<file path="src/rtl/frequent_generator.sv">
// Phase-accumulator square-wave source with an 8-bit Avalon-MM register file.
// Define FREQUENT_GENERATOR_BURST_EN to add burst mode (burst count registers, DONE state).
//   state | meaning
//   IDLE  | accumulator held at 0, output low
//   RUN   | accumulating every clock, output is the registered acc[31]
//   DONE  | burst finished, output low until enable is cleared
module frequent_generator (
    input  logic       csi_MCLK_clk,
    input  logic       rsi_MRST_reset_n,
    input  logic [3:0] avs_ctrl_address,
    input  logic [7:0] avs_ctrl_writedata,
    input  logic       avs_ctrl_write,
    input  logic       avs_ctrl_read,
    output logic [7:0] avs_ctrl_readdata,
    output logic       frequent_out
);

    typedef enum logic [1:0] {
        IDLE = 2'd0,
        RUN  = 2'd1
`ifdef FREQUENT_GENERATOR_BURST_EN
        , DONE = 2'd2
`endif
    } state_t;

    state_t      state, state_next;
    logic [31:0] shadow, inc, acc, acc_sum, acc_next;
    logic        enable, pending, out_next;
    logic        ctrl_wr, commit, phase_clr, shadow_wr;
    logic        mode_rd, done_rd;
    logic [7:0]  rd_mux;

    assign ctrl_wr   = avs_ctrl_write && (avs_ctrl_address == 4'd8);
    assign commit    = ctrl_wr && avs_ctrl_writedata[1];
    assign phase_clr = ctrl_wr && avs_ctrl_writedata[3];
    assign shadow_wr = avs_ctrl_write && (avs_ctrl_address[3:2] == 2'b00);
    assign acc_sum   = acc + inc;

    always_ff @(posedge csi_MCLK_clk) begin
        if (!rsi_MRST_reset_n) begin
            shadow  <= '0;
            inc     <= '0;
            enable  <= 1'b0;
            pending <= 1'b0;
        end else begin
            if (shadow_wr) begin
                shadow[{avs_ctrl_address[1:0], 3'b000} +: 8] <= avs_ctrl_writedata;
                pending <= 1'b1;
            end
            if (ctrl_wr) begin
                enable <= avs_ctrl_writedata[0];
            end
            if (commit) begin
                inc     <= shadow;
                pending <= 1'b0;
            end
        end
    end

`ifdef FREQUENT_GENERATOR_BURST_EN
    logic [31:0] burst, bcnt;
    logic        mode, last_pulse, burst_wr, rise, fall;

    assign burst_wr = avs_ctrl_write && (avs_ctrl_address[3:2] == 2'b01);
    assign rise     = !acc[31] && acc_sum[31];
    assign fall     = acc[31] && !acc_sum[31];
    assign mode_rd  = mode;
    assign done_rd  = (state == DONE);

    // bcnt is loaded only on IDLE->RUN, so burst writes during a run apply to the next one
    always_ff @(posedge csi_MCLK_clk) begin
        if (!rsi_MRST_reset_n) begin
            burst      <= '0;
            bcnt       <= '0;
            mode       <= 1'b0;
            last_pulse <= 1'b0;
        end else begin
            if (burst_wr) begin
                burst[{avs_ctrl_address[1:0], 3'b000} +: 8] <= avs_ctrl_writedata;
            end
            if (ctrl_wr) begin
                mode <= avs_ctrl_writedata[2];
            end
            if (state == IDLE && state_next == RUN) begin
                bcnt       <= burst;
                last_pulse <= 1'b0;
            end else if (state == RUN && mode && rise && bcnt != '0) begin
                bcnt <= bcnt - 32'd1;
                if (bcnt == 32'd1) begin
                    last_pulse <= 1'b1;
                end
            end
        end
    end
`else
    assign mode_rd = 1'b0;
    assign done_rd = 1'b0;
`endif

    always_ff @(posedge csi_MCLK_clk) begin
        if (!rsi_MRST_reset_n) begin
            state        <= IDLE;
            acc          <= '0;
            frequent_out <= 1'b0;
        end else begin
            state        <= state_next;
            acc          <= acc_next;
            frequent_out <= out_next;
        end
    end

    always_comb begin
        state_next = state;
        case (state)
            IDLE: begin
                if (enable) state_next = RUN;
            end
            RUN: begin
                if (!enable) begin
                    state_next = IDLE;
                end
`ifdef FREQUENT_GENERATOR_BURST_EN
                // leave on the falling edge after the final rise so the last pulse is full width
                else if (mode && ((bcnt == '0 && !last_pulse) || (last_pulse && fall))) begin
                    state_next = DONE;
                end
`endif
            end
`ifdef FREQUENT_GENERATOR_BURST_EN
            DONE: begin
                if (!enable) state_next = IDLE;
            end
`endif
            default: state_next = IDLE;
        endcase
    end

    // output keeps following acc[31] on the RUN->DONE edge; only a cleared enable drops it at once
    always_comb begin
        acc_next = '0;
        out_next = 1'b0;
        if (state == RUN && enable) begin
            out_next = acc[31];
        end
        if (state == RUN && state_next == RUN) begin
            acc_next = acc_sum;
        end
        if (phase_clr) begin
            acc_next = '0;
        end
    end

    always_comb begin
        rd_mux = '0;
        case (avs_ctrl_address)
            4'd0, 4'd1, 4'd2, 4'd3: rd_mux = shadow[{avs_ctrl_address[1:0], 3'b000} +: 8];
`ifdef FREQUENT_GENERATOR_BURST_EN
            4'd4, 4'd5, 4'd6, 4'd7: rd_mux = burst[{avs_ctrl_address[1:0], 3'b000} +: 8];
`endif
            4'd8:    rd_mux = {5'd0, mode_rd, 1'b0, enable};
            4'd9:    rd_mux = {5'd0, pending, done_rd, (state == RUN)};
            default: rd_mux = '0;
        endcase
    end

    always_ff @(posedge csi_MCLK_clk) begin
        if (!rsi_MRST_reset_n) begin
            avs_ctrl_readdata <= '0;
        end else if (avs_ctrl_read && !avs_ctrl_write) begin
            avs_ctrl_readdata <= rd_mux;
        end
    end

endmodule

</file>
<file path="config.mk">
export PLATFORM = sky130hd
export DESIGN_NAME = frequent_generator
export DESIGN_NICKNAME = d
export VERILOG_FILES = /design/src/rtl/frequent_generator.sv
export SDC_FILE = /design/constraint.sdc
export NUM_CORES = 1
export LEC_CHECK = 0
export CORE_MARGIN = 5
export CORE_UTILIZATION = 35
export CTS_CLUSTER_DIAMETER = 30
export CTS_CLUSTER_SIZE = 30
export DETAILED_ROUTE_END_ITERATION = 7
export PLACE_DENSITY_LB_ADDON = 0.12
export SYNTH_ARGS = -nofsm -noshare
export SYNTH_HDL_FRONTEND = slang
export SYNTH_SLANG_ARGS = --single-unit
export TNS_END_PERCENT = 50
</file>
<file path="constraint.sdc">
create_clock -name csi_MCLK_clk -period 5.49 [get_ports csi_MCLK_clk]
set_input_delay 1.098 -clock csi_MCLK_clk [delete_from_list [all_inputs] [get_ports csi_MCLK_clk]]
set_output_delay 1.098 -clock csi_MCLK_clk [all_outputs]
set_load 0.02 [all_outputs]
</file>
==> run_results.csv, run 1 <==
group,metric,value,unit
power,switchingPower,350,uW
sta,fmax,261,MHz
sta,rsz0062_at_grt,"false",
global_routing,grtUsageTotal,16.2,%
yosys,synth_fa_ha_area_share,8.27,%
yosys,ys.flop_type,"dfxtp_1",
floorplan,num_rows,47,
route,routed_wl,15.5,mm
finish,area_growth,10.4,%
floorplan,initial_core_util,35.9,%
clocking,clock-root-buffer,"clkbuf_16",
yosys,async_flop_share,0,%
global_routing,antenna_found_initial,0,
yosys,ys_seq_elements,109,
yosys,synth_nets,755,
power,switching_share,23.7,%
clocking,clockBufferDepth,2,
critical_path,path_class,"input port to flip-flop",
yosys,seq_area_frac_synth,36.4,%
yosys,syn_area,0.00599,sq mm
critical_path,worstPathMaxFanout,15,
critical_path,end_kind,"flip-flop",
floorplan,die_w,141,um
route,avgRoutedWirePerCell,16.8,um
clocking,clk_latency,0.35,ns
critical_path,cp-endpoint,"acc[24]",
sta,min_period,3.83,ns
yosys,synth_commonest_cells,"nand2_1, dfxtp_1, a21boi_0",
clocking,cts_num_sinks,109,
route,dr.pass1.iters,4,
critical_path,arrival,4.09,ns
sta,fin_skew,0.00709,ns
power,power.internal,1130,uW
clocking,cts.clk_slew.worst_paths,0.08,ns
yosys,synthSimpleGateAreaFrac,21.8,%
floorplan,core-area,0.0167,sq mm
power,seq_power_share,53.6,%
global_routing,grt_use_met2,25.8,%
route,vias_per_cell,5.21,
power,pwr-share-clk,42.4,%
global_routing,grt_use_met3,3.32,%
clocking,cts_hold_buf,0,
yosys,syn_inst,700,
power,comb_power_share,4.0,%
critical_path,r2r_slack,2.98,ns
sta,period_share,69.7,%
outcome,status,"finished, final reports clean",
finish,stdcell_area,0.00662,sq mm
critical_path,critPathMaxStageDelay,0.96,ns
global_routing,grt_max_degree,77,
yosys,synth_cell_types,70,
power,p_leak,0.00233,uW
yosys,synthXorXnorAreaFrac,2.78,%
clocking,cts_resized,0,
yosys,synth_top_family_by_area,"compound AO/OA/AOI/OAI gates",
route,drc,0,
yosys,synth_area_leader_cell,"dfxtp_1",
global_routing,globalRouteMet1Util,22.6,%
clocking,cts_buffers,9,
yosys,avgSynthCellArea,8.56,sq um
placement,placed_area,0.00634,sq mm
placement,dp_hpwl,11.7,mm
yosys,synth_compound_area_share,22.9,%
route,vias,4804,
floorplan,dieArea,0.0198,sq mm
power,powerDensity,224,mW/mm^2
critical_path,crit_start,"avs_ctrl_address[0]",
sta,slew_violations,0,
yosys,post-synth-top-count-cell,"nand2_1",
clocking,tritoncts,"done",
yosys,synth_edf_count,0,
min_path,hp-class,"flip-flop to flip-flop",
critical_path,startpoint_type,"input port",
route,ant_nets,0,
global_routing,grt_busiest_layer,"met2",
critical_path,r2r-end,"acc[24]",
placement,place_congestion,0.827,
finish,fin_nets,753,
yosys,yosysWarnings,0,
global_routing,overflow,0,
critical_path,cp_slowest_cell,"clkdlybuf4s50_1",
finish,diodes,0,
flow_run,maxCapViolCount,0,
yosys,synthMuxAreaShare,3.86,%
critical_path,rr_worst_depth,8,
sta,finalSetupTns,0,ns
power,ir_worst_vdd,0.000150,V
placement,port-buffer-count,24,
route,drt-initial-drc-count,293,
global_routing,grt_pass1_wl,25.6,mm
critical_path,path_cells,"clkdlybuf4s50_1 -> inv_1 -> ha_1 -> and4b_1 -> a21oi_1 -> nand2_1 -> o31ai_1",
yosys,synth_top_area_share,36.4,%
sta,finalHoldViolations,0,
floorplan,die_h,141,um
global_routing,grt_pass1_vias,4792,
sta,setup_viol,0,
critical_path,r2r-start,"inc[0]",
clocking,cts_setup_buffers,0,
floorplan,io-pin-count,25,
yosys,synth_area_leaders,"dfxtp_1, nand2_1, a21boi_0",
finish,drive_gt1_share,7.26,%
sta,maxSlewHeadroom,23.0,%
sta,worstMarginPinSlew,1.14,ns
critical_path,cp_data_required_time,5.75,ns
clocking,cts.htree.levels,3,
==> how the worst min path moves through the flow <==
stage                          start          to  slack [ns]  depth (start not counted)
after floorplan           shadow[31]  shadow[31]        0.44                          2
after global placement        inc[0]      inc[0]        0.46                          2
after detailed placement     inc[30]     inc[30]        0.47                          2
after CTS                    inc[30]     inc[30]        0.49                          2
after global routing      shadow[19]  shadow[19]        0.51                          2
final                        inc[30]     inc[30]        0.48                          2
==> power groups by stage <==
| stage | clock network (uW) | logic, uW | registers (uW) |
|---|---|---|---|
| after floorplan | 0 | 34.3 | 811 |
| final | 626 | 59.3 | 793 |
| after global routing | 684 | 64.8 | 793 |
| after global placement | 0 | 59.1 | 812 |
| after CTS | 649 | 59.9 | 793 |
| after detailed placement | 0 | 59.8 | 812 |
==> metrics by stage <==
| step | util, % | total power (uW) | worst slack [ns] | cells | hold slack, ns |
|---|---|---|---|---|---|
| after floorplan | - | 845 | 2.47 | 700 | 0.441 |
| after global placement | 38.0 | 871 | 1.32 | 907 | 0.462 |
| after detailed placement | 38.0 | 872 | 1.17 | 907 | 0.473 |
| after CTS | 39.6 | 1500 | 1.54 | 922 | 0.487 |
| after global routing | 39.6 | 1540 | 1.27 | 922 | 0.511 |
| final | 39.6 | 1480 | 1.66 | 922 | 0.478 |
==> registers in the layout, summed over array words and instances (netlist names) <==
register and flops:
pending 1, acc 32, frequent_out 1, inc 32, avs_ctrl_readdata 8, enable 1, shadow 32, state 2
==> metal layers <==
metal  wire (um)  part of all wire, %  vias to the layer above
li1            -                    -                     2473
met1        7670                   50                     2248
met2        7110                   46                       70
met3         507                  3.3                       13
met4         172                  1.1                        0
met5           0                    0                        -
==> kinds of logic (layout without fill, tap and decap cells) <==
| logic type | Yosys count | after routing |
|---|---|---|
| simple gates | 278 | 278 |
| compound gates | 189 | 189 |
| flops | 109 | 109 |
| buf+inv | 52 | 54 |
| fa+ha+maj | 39 | 39 |
| xor+xnor | 19 | 19 |
| mux | 13 | 13 |
| other cells | 1 | 1 |
==> layout by cell type (no fill, tap or decap), types with 6 or more instances in the layout <==
| cell | synthesis | final |
|---|---|---|
| nand2_1 | 133 | 133 |
| dfxtp_1 | 109 | 109 |
| a21boi_0 | 64 | 64 |
| nand3_1 | 40 | 40 |
| ha_1 | 38 | 38 |
| nor2_1 | 35 | 35 |
| a21oi_1 | 34 | 34 |
| clkdlybuf4s50_1 | 0 | 23 |
| o21ai_0 | 18 | 18 |
| xnor2_1 | 13 | 13 |
| inv_1 | 12 | 12 |
| a21o_1 | 11 | 11 |
| and2_1 | 10 | 10 |
| nor3_1 | 10 | 10 |
| clkbuf_16 | 0 | 9 |
| nand2b_1 | 8 | 8 |
| a22oi_1 | 8 | 8 |
| mux4_2 | 8 | 8 |
| nor2b_1 | 8 | 8 |
| and3_1 | 7 | 7 |
| nand4_1 | 7 | 7 |
| o21ai_1 | 7 | 7 |
| xor2_1 | 6 | 6 |
==> cell type report <==
cell class	count	area [sq um]
Timing Repair Buffer	27	258
Inverter	12	45.0
Sequential cell	109	2180
Tap cell	220	275
Multi-Input combinational cell	539	3580
Fill cell	1739	10100
Clock inverter	5	45.0
Clock buffer	10	229
==> critical path, delay by kind of cell <==
kind / cells / cell delay [ns]
buffers and inverters: 2 / 1.21
adders and majority gates: 1 / 0.37
and+or+nand+nor: 2 / 0.42
AOI/OAI and AO/OA: 2 / 0.98
No activity file was read; power rests on OpenSTA's default activity.
==> inputs of run 2 (changes only) <==
clock period = 3.45 ns   (was 5.49 ns; I/O delays follow)
==> run_results.csv, run 2 (synthesis gave the netlist of run 1 again) <==
group,metric,value,unit
global_routing,grt_max_degree,76,
finish,stdcell_area,0.00672,sq mm
sta,maxSlewHeadroom,23.4,%
critical_path,r2r-end,"acc[24]",
global_routing,overflow,0,
route,vias_per_cell,5.27,
floorplan,io-pin-count,25,
finish,layout_common_cells,"nand2_1, dfxtp_1, a21boi_0",
placement,placed_cells,912,
clocking,clockBufferDepth,2,
sta,min_period,2.90,ns
finish,fin_cells,928,
clocking,cts.htree.levels,3,
floorplan,die_w,141,um
sta,worstMarginPinSlew,1.14,ns
route,avgRoutedWirePerCell,17.2,um
sta,finalSetupTns,0,ns
sta,rsz0062_at_grt,"false",
route,ant_nets,0,
min_path,hp-class,"flip-flop to flip-flop",
global_routing,grt_pass1_wl,25.9,mm
finish,fin_nets,758,
critical_path,end_kind,"flip-flop",
finish,top_regs,"acc (32), inc (32), shadow (32)",
sta,finalHoldViolations,0,
min_path,hold_end,"inc[4]",
floorplan,dieArea,0.0198,sq mm
placement,place_congestion,0.856,
power,powerDensity,379,mW/mm^2
placement,placed_area,0.00638,sq mm
min_path,min_from,"inc[4]",
finish,area_growth,12.2,%
sta,fmax,345,MHz
placement,dp_hpwl,11.7,mm
power,p_leak,0.00239,uW
finish,drive_gt1_share,8.19,%
critical_path,r2r_slack,0.88,ns
route,routed_wl,15.9,mm
floorplan,die_h,141,um
global_routing,grt_pass1_vias,4870,
critical_path,path_class,"input port to flip-flop",
critical_path,arrival,3.17,ns
sta,period_share,84.1,%
critical_path,worstPathMaxFanout,33,
flow_run,maxCapViolCount,0,
outcome,status,"finished, final reports clean",
route,vias,4889,
critical_path,rr_worst_depth,8,
clocking,cts.clk_slew.worst_paths,0.08,ns
clocking,cts_buffers,9,
power,ir_worst_vdd,0.000270,V
floorplan,initial_core_util,35.9,%
placement,port-buffer-count,24,
finish,diodes,0,
finish,layout_commonest_cell,"nand2_1",
sta,setup_viol,0,
sta,fin_skew,0.00984,ns
route,drc,0,
critical_path,r2r-start,"inc[0]",
route,dr.pass1.iters,4,
clocking,cts_hold_buf,0,
route,drt-initial-drc-count,318,
clocking,cts_num_sinks,109,
finish,fillers,1718,
clocking,clock-root-buffer,"clkbuf_16",
global_routing,antenna_found_initial,0,
sta,slew_violations,0,
clocking,clk_latency,0.36,ns
global_routing,grtUsageTotal,16.4,%
clocking,cts_resized,0,
critical_path,cp_data_required_time,3.72,ns
clocking,tritoncts,"done",
clocking,cts_setup_buffers,0,
min_path,hold_depth,2,
floorplan,core-area,0.0167,sq mm
critical_path,startpoint_type,"input port",
floorplan,num_rows,47,
[run 2: cell types whose count changed in the layout (fill, tap and decap cells not counted), sizes merged]
cell      change
clkinvlp      -3
clkbuf        -1
buf           +5
bufinv        +2
clkinv        +3
[run 2: area by class of cell]
cell class	instances	area [sq um]	share of cell area, %
Clock buffer	9	225	3.35
Clock inverter	7	119	1.77
Inverter	12	45.0	0.670
Multi-Input combinational cell	539	3580	53.3
Sequential cell	109	2180	32.5
Tap cell	220	275	4.09
Timing Repair Buffer	32	295	4.39
[run 2: power breakdown]
group	switching, uW	total, uW	leakage, uW	internal [uW]
clock	528	1180	0.000166	656
combinational	58.0	100	0.00135	42.4
sequential	2.51	1260	0.000878	1260
[run 2: per-stage QoR]
stage	hold WS (ns)	util, %	power (uW)	setup WS (ns)
2_1_floorplan	0.441	-	1350	0.833
3_3_place_gp	0.467	38.2	1390	0.294
3_5_place_dp	0.473	38.2	1390	0.119
4_1_cts	0.485	40.3	2590	0.501
5_1_grt	0.507	40.3	2640	0.176
6_report	0.479	40.3	2550	0.549
[run 2: worst max-delay path by stage]
stage	endpoint	slack (ns)	start	cells past startpoint
final	inc[30]	0.55	avs_ctrl_address[0]	7
after global routing	inc[18]	0.18	avs_ctrl_address[0]	7
after CTS	inc[30]	0.50	avs_ctrl_address[0]	7
after detailed placement	inc[30]	0.12	avs_ctrl_address[0]	7
after global placement	inc[20]	0.29	avs_ctrl_address[0]	7
after floorplan	acc[31]	0.83	avs_ctrl_address[1]	10
[run 2: worst max-delay path, stage by stage]
cell and delay [ns]:
clkdlybuf4s50_1 0.42, inv_1 0.16, ha_1 0.33, and4b_1 0.33
and2_1 0.90, nand2_1 0.12, a21boi_0 0.21
[run 2: routing by layer]
metal / GRT usage (%) / part of all wire (%)
met5: 0 / 0
met4: 4.64 / 2.0
met3: 3.76 / 3.6
met2: 26.5 / 46
met1: 21.9 / 48
==> inputs of run 3 (changes only) <==
clock period = 2.94 ns   (was 3.45 ns; I/O delays follow)
==> run_results.csv, run 3 (synthesis gave the netlist of run 1 again) <==
group,metric,value,unit
power,switchingPower,643,uW
clocking,clock-root-buffer,"clkbuf_16",
critical_path,end_kind,"flip-flop",
sta,min_period,2.54,ns
min_path,hold_depth,2,
clocking,cts.clk_slew.worst_paths,0.07,ns
route,routed_wl,15.9,mm
finish,drive_gt1_share,8.04,%
min_path,hp-class,"flip-flop to flip-flop",
power,pwr-share-clk,41.8,%
sta,period_share,86.5,%
critical_path,r2r_slack,0.44,ns
power,powerDensity,413,mW/mm^2
flow_run,maxCapViolCount,0,
floorplan,die_w,141,um
global_routing,grt_pass1_wl,25.7,mm
route,drc,0,
critical_path,rr_worst_depth,8,
clocking,cts_num_sinks,109,
min_path,min_from,"inc[30]",
sta,finalSetupTns,0,ns
finish,layout_common_cells,"nand2_1, dfxtp_1, a21boi_0",
floorplan,die_h,141,um
sta,whs,0.475,ns
placement,dp_slack,0.0687,ns
power,switching_share,23.4,%
sta,fmax,393,MHz
route,drt-initial-drc-count,407,
floorplan,dieArea,0.0198,sq mm
clocking,clk_latency,0.35,ns
power,seq_power_share,53.9,%
sta,fin_skew,0.00756,ns
global_routing,grt_max_degree,76,
min_path,hold_end,"inc[30]",
route,avgRoutedWirePerCell,17.1,um
sta,maxSlewHeadroom,25.7,%
critical_path,path_class,"input port to flip-flop",
critical_path,cp_data_required_time,3.23,ns
clocking,cts_hold_buf,0,
sta,setup_ws,0.398,ns
critical_path,r2r-end,"acc[28]",
critical_path,startpoint_type,"input port",
critical_path,arrival,2.83,ns
sta,rsz0062_at_grt,"false",
sta,setup_viol,0,
clocking,cts.htree.levels,3,
sta,finalHoldViolations,0,
clocking,clockBufferDepth,2,
floorplan,initial_core_util,35.9,%
placement,port-buffer-count,24,
floorplan,io-pin-count,25,
sta,slew_violations,0,
sta,worstMarginPinSlew,1.10,ns
critical_path,worstPathMaxFanout,14,
placement,dp_hpwl,11.7,mm
power,comb_power_share,4.4,%
global_routing,grt_pass1_vias,4814,
finish,area_growth,11.1,%
clocking,tritoncts,"done",
power,power.internal,2110,uW
finish,diodes,0,
route,dr.pass1.iters,4,
clocking,cts_resized,0,
route,vias,4910,
floorplan,num_rows,47,
route,ant_nets,0,
global_routing,overflow,0,
global_routing,grtUsageTotal,16.2,%
global_routing,antenna_found_initial,0,
outcome,status,"finished, final reports clean",
finish,top_regs,"acc (32), inc (32), shadow (32)",
critical_path,r2r-start,"inc[0]",
power,p_leak,0.00235,uW
power,ir_worst_vdd,0.000263,V
finish,layout_commonest_cell,"nand2_1",
floorplan,core-area,0.0167,sq mm
route,vias_per_cell,5.29,
finish,fin_nets,759,
placement,place_congestion,0.832,
clocking,cts_buffers,9,
clocking,cts_setup_buffers,0,
==> run 3: cell count changes in the layout (fill, tap and decap cells not counted) <==
cell,change
clkinv_8,-2
bufinv_16,-2
inv_6,-1
clkinvlp_4,+3
clkinv_4,-1
buf_4,+1
clkbuf_1,+2
clkinv_2,+1
==> run 3: worst max-delay path by stage <==
stage / end / cells past startpoint / slack, ns / startpoint
finish: avs_ctrl_readdata[1] / 7 / 0.40 / avs_ctrl_address[0]
global route: acc[24] / 8 / 0.21 / inc[0]
CTS: acc[28] / 8 / 0.43 / inc[0]
detailed placement: avs_ctrl_readdata[6] / 7 / 0.07 / avs_ctrl_address[0]
global placement: avs_ctrl_readdata[7] / 7 / 0.15 / avs_ctrl_address[0]
floorplan: acc[31] / 10 / 0.43 / avs_ctrl_address[1]
==> run 3: layer usage <==
layer	vias up	track usage [%]	part of all wire (%)
met5	-	0	0
met4	0	5.56	2.1
met3	24	2.95	3.8
met2	91	25.2	45
met1	2304	22.7	49
li1	2491	-	-
==> run 3: layout make-up <==
class                   count  area, sq um
well taps                 220          275
inverters                  12         45.0
flip-flops and latches    109         2180
clock buffers              11          233
clock inverters             5         36.3
repair buffers             33          303
fillers                  1682        10000
multi-input cells         539         3580
==> run 3: power by group through the flow <==
| stage | registers (uW) | logic, uW | clock network, uW |
|---|---|---|---|
| after floorplan | 1510 | 64.0 | 0 |
| after global placement | 1520 | 117 | 0 |
| after detailed placement | 1520 | 119 | 0 |
| after CTS | 1480 | 120 | 1190 |
| after global routing | 1480 | 127 | 1260 |
| final | 1480 | 120 | 1150 |
==> run 3: per-stage QoR <==
step | power, uW | util (%) | cell area (sq um) | cells
floorplan | 1580 | - | 5990 | 700
CTS | 2790 | 39.8 | 6660 | 929
global placement | 1630 | 38.2 | 6390 | 913
global route | 2860 | 39.8 | 6660 | 929
detailed placement | 1640 | 38.2 | 6390 | 913
finish | 2750 | 39.8 | 6660 | 929
==> run 3: worst max-delay path: stages <==
cell	delay, ns
clkdlybuf4s50_1	0.48
buf_4	0.25
ha_1	0.25
nor4_1	0.09
nor4_1	0.85
a22oi_1	0.15
nor2b_1	0.16
